===== config.mk =====
export PLATFORM = sky130hd
export DESIGN_NAME = rdsplit32
export DESIGN_NICKNAME = d
export VERILOG_FILES = /design/src/rtl/rdsplit32.sv
export SDC_FILE = /design/constraint.sdc
export NUM_CORES = 1
export LEC_CHECK = 0
export CAP_MARGIN = 5
export CORE_ASPECT_RATIO = 0.7
export CORE_MARGIN = 5
export CORE_UTILIZATION = 30
export CTS_CLUSTER_DIAMETER = 200
export DETAILED_ROUTE_END_ITERATION = 10
export SLEW_MARGIN = 40
export SYNTH_ARGS = -nofsm -noshare
export SYNTH_HDL_FRONTEND = slang
export SYNTH_SLANG_ARGS = --single-unit

===== constraint.sdc =====
create_clock -name clk -period 1.8 [get_ports clk]
set_input_delay 0.36 -clock clk [delete_from_list [all_inputs] [get_ports clk]]
set_output_delay 0.36 -clock clk [all_outputs]
set_load 0.01 [all_outputs]

===== src/rtl/rdsplit32.sv =====
// rdsplit32: captures a 32-bit register value on a load strobe and streams it
// out as two 16-bit halves over a valid/ready handshake. Both halves come from
// the same captured value, so the 32-bit read is atomic even when the source
// register changes between the two transfers.
module rdsplit32 #(
  parameter bit HI_FIRST = 1'b1  // 1: bits 31:16 go out first, 0: bits 15:0 first
) (
  input  logic        clk,
  input  logic        resetl,
  input  logic [31:0] d,
  input  logic        ld,
  output logic        busy,
  output logic [15:0] dout,
  output logic        dvalid,
  input  logic        dready,
  output logic        dlast,
  input  logic        flush
);

  typedef enum logic [1:0] {
    IDLE   = 2'd0,
    FIRST  = 2'd1,
    SECOND = 2'd2
  } state_t;

  state_t      state_q, state_d;
  logic [31:0] snap_q, snap_d;
  logic [15:0] dout_q, dout_d;
  logic        dvalid_q, dvalid_d;
  logic        dlast_q, dlast_d;

  // Half presented first, in bus order.
  function automatic logic [15:0] first_half(input logic [31:0] v);
    return HI_FIRST ? v[31:16] : v[15:0];
  endfunction

  // Half presented second, in bus order.
  function automatic logic [15:0] second_half(input logic [31:0] v);
    return HI_FIRST ? v[15:0] : v[31:16];
  endfunction

  // Next-state and registered-output logic. The output registers are loaded
  // with the value belonging to the state being entered, so dout/dvalid/dlast
  // are glitch-free flops and the first half appears one cycle after ld.
  always_comb begin
    state_d  = state_q;
    snap_d   = snap_q;
    dout_d   = dout_q;
    dvalid_d = dvalid_q;
    dlast_d  = dlast_q;

    if (flush) begin
      // Abort wins over everything; the held snapshot is simply abandoned.
      state_d  = IDLE;
      dvalid_d = 1'b0;
      dlast_d  = 1'b0;
    end else begin
      case (state_q)
        IDLE: begin
          if (ld) begin
            snap_d   = d;
            state_d  = FIRST;
            dout_d   = first_half(d);
            dvalid_d = 1'b1;
            dlast_d  = 1'b0;
          end
        end
        FIRST: begin
          // ld is ignored here; the requester sees busy and retries.
          if (dready) begin
            state_d = SECOND;
            dout_d  = second_half(snap_q);
            dlast_d = 1'b1;
          end
        end
        SECOND: begin
          if (dready) begin
            if (ld) begin
              // Back-to-back: the next snapshot starts with no idle cycle.
              snap_d   = d;
              state_d  = FIRST;
              dout_d   = first_half(d);
              dvalid_d = 1'b1;
              dlast_d  = 1'b0;
            end else begin
              state_d  = IDLE;
              dvalid_d = 1'b0;
              dlast_d  = 1'b0;
            end
          end
        end
        default: begin
          state_d  = IDLE;
          dvalid_d = 1'b0;
          dlast_d  = 1'b0;
        end
      endcase
    end
  end

  // State, snapshot and output registers with asynchronous active-low reset.
  always_ff @(posedge clk or negedge resetl) begin
    if (!resetl) begin
      state_q  <= IDLE;
      snap_q   <= 32'd0;
      dout_q   <= 16'd0;
      dvalid_q <= 1'b0;
      dlast_q  <= 1'b0;
    end else begin
      state_q  <= state_d;
      snap_q   <= snap_d;
      dout_q   <= dout_d;
      dvalid_q <= dvalid_d;
      dlast_q  <= dlast_d;
    end
  end

  assign busy   = (state_q != IDLE);
  assign dout   = dout_q;
  assign dvalid = dvalid_q;
  assign dlast  = dlast_q;

endmodule


==> results_dict.tcl <==
set metrics [dict create \
    outcome "completed" \
    dieArea_um2 7013 \
    dr_total_vias 1066 \
    fmax_mhz 604.6 \
    syn_area_um2 1625 \
    worstSetupStartpointType "primary input" \
    yosysWarnings 0 \
    grt_util_all_layers_pct 11.40 \
    worstSkewPairLatency_ps 280 \
    clk_path_buf_depth 2 \
    fin_crit_ps 1654 \
    critPathArrivalTime_ps 1810 \
    fin_crit_sh_pct 91.89 \
    cpLargestDelayFamily "buffers and inverters" \
    syn_to_final_growth_pct 48.81 \
    maxSlewViolCount 0 \
    crit_buf_inv 2 \
    htreeDepth 2 \
    peakVddDrop_uv 305.1 \
    netlist_top_cells_count "37 x mux2_2, 35 x dfrtp_1, 10 x mux2_4, 2 x a21oi_1, 2 x or2_2" \
    finalSetupViolCount 0 \
    antenna_found_initial 0 \
    synthCells 103 \
    max-slew-margin-rel_pct 72.86 \
    post_drt_via_cell_ratio 4.387 \
    n_fill_cell 462 \
    grt_pass1_vias 1229 \
    routedWlPerCell_um 15.19 \
    rrSetupSlack_ps 230 \
    cts-root-buf "clkbuf_8" \
    ys_seq_area_share_pct 53.89 \
    critical_path.max_stage_delay_ps 620 \
    drt_iter0_markers 16 \
    fp.dieH_um 71.58 \
    synth.top_cell.area_share_pct 53.89 \
    gp_congestion 0.7981 \
    r2r-end "dout[6]" \
    cts_tree "yes" \
    dr.pass1.iters 2 \
    synthDistinctLibCells 22 \
    synth-main-ff-cell "dfrtp_1" \
    hold_buffers 0 \
    p_leak_nw 1.011 \
    boundaryPins 56 \
    worstMarginPinSlew_ps 407.1 \
    rows 22 \
    drc 0 \
    hold_viol 0 \
    drive_above_1_share_pct 42.69 \
    reg2reg_depth 5 \
    grt_max_degree 19 \
    avgSynthCellArea_um2 15.78 \
    total_power_mw 2.391 \
    end_kind "flop" \
    fin_nets 207 \
    grt_pass1_wl_um 6313 \
    synth-seq-cells 35 \
    die_width_um 97.98 \
    cp.required_ps 1960 \
    p_per_area_nw_per_um2 988.5 \
    start_util_pct 30.91 \
    critPathKind "in -> reg" \
    max-cap-violations 0 \
    cpMaxStageDelayCell "clkdlybuf4s50_1" \
    cp_max_fo 9 \
    timing.rr.start "state_q[0]" \
    synth_edf_count 0 \
    numCtsBuffers 5 \
    final.setup_skew_ps 7.518 \
    async_reset_ff_share_pct 100.0 \
    crit_chain "clkdlybuf4s50_1 > o21ai_2 > a21oi_4 > buf_12 > mux2_4" \
    wl_um 3692 \
    dp.final_hpwl_um 2886 \
    yosysTopAreaCell "dfrtp_1" \
    grt_overflow 0 \
    rsz0062_at_grt "no" \
    numPortBuffers 55 \
    synthesis.nets 140 \
    antenna_left 0 \
    synth_area_leaders "dfrtp_1 54%, mux2_2 26%, mux2_4 9.2%, buf_12 1.2%, a21oi_4 1.0%" \
    cts_sinks 35 \
    diodes 0 \
    placed_cells 235 \
    hold_path.class "in -> async" \
    cp_num_cells 5 \
    synth_most_common_cell "mux2_2" \
    stdcell_count 243 \
    clkTransAtPathRegs_ps 70 \
    core_um2 5258 \
]
[what timing repair did]
item,CTS,global route
gates resized for setup,2,0
setup buffers,0,0
endpoints found under the setup margin,1,0
[state kept, by name, indices dropped and copies added, names as in the netlist]
signal   cells
dout        16
dvalid       1
snap_q      16
state_q      2
[kinds of logic after synthesis]
logic type	after synthesis	synth area share, %
buffers and inverters	5	2.925
multiplexers	49	36.18
flip-flops	35	53.89
AND/OR/NAND/NOR	8	4.080
AO/OA/AOI/OAI	6	2.926
[worst max-delay path by stage]
stage / startpoint / endpoint / slack (ps)
after floorplan: state_q[1] / dout[10] / 190
after global placement: dready / dout[10] / -110
after detailed placement: dready / dout[8] / -150
after CTS: state_q[1] / busy / 140
after global routing: state_q[0] / busy / 100
final: dready / dout[6] / 150
[cell usage in the layout (no fill, tap or decap)]
master / instances
a21o_1: 1
dfrtp_1: 34
or2_2: 2
nand2_4: 1
a21oi_4: 1
or3_1: 1
buf_4: 5
mux2i_1: 1
a21oi_1: 2
nor2_1: 1
mux2_4: 10
clkdlybuf4s50_1: 53
nor2b_4: 1
buf_12: 4
nor2_4: 1
mux2_2: 37
and2b_1: 1
dlygate4sd2_1: 1
buf_2: 1
inv_1: 1
mux2_1: 1
o21ai_2: 1
clkbuf_8: 5
dfrtp_2: 1
o21ai_0: 1
clkinv_2: 3
[power breakdown]
part / internal, mW / switching (mW)
sequential: 0.976 / 0.105
clock: 0.264 / 0.269
combinational: 0.529 / 0.248
[metrics by stage]
| stage | TNS (ps) | setup slack [ps] | hold slack (ps) | instance area (um^2) | utilization [%] |
|---|---|---|---|---|---|
| after floorplan | 0 | 190.7 | 64.41 | 1625 | - |
| after global placement | -3091 | -107.9 | 303.3 | 2335 | 44.41 |
| after detailed placement | -3993 | -149.0 | 313.8 | 2335 | 44.41 |
| after CTS | 0 | 141.9 | 5.056 | 2419 | 46.00 |
| after global routing | 0 | 102.3 | 18.32 | 2419 | 46.00 |
| final | 0 | 146.0 | 4.741 | 2419 | 46.00 |
[per-layer routing]
metal / global-route usage [%] / up-vias / part of all wire [%]
met5: 0 / - / 0
li1: - / 499 / -
met4: 4.762 / 0 / 0.054
met1: 14.77 / 527 / 47
met3: 3.988 / 2 / 7.2
met2: 17.42 / 38 / 46
[cell type report]
class | instances | area, um^2 | share of cell area (%)
sequential | 35 | 877.1 | 36.26
multi-input combinational | 63 | 701.9 | 29.02
timing repair buffer | 64 | 661.9 | 27.37
tap | 72 | 90.09 | 3.725
clock buffer | 5 | 68.82 | 2.845
clock inverter | 3 | 15.01 | 0.6208
inverter | 1 | 3.754 | 0.1552
Note: power is estimated with default switching activity, not from simulation.
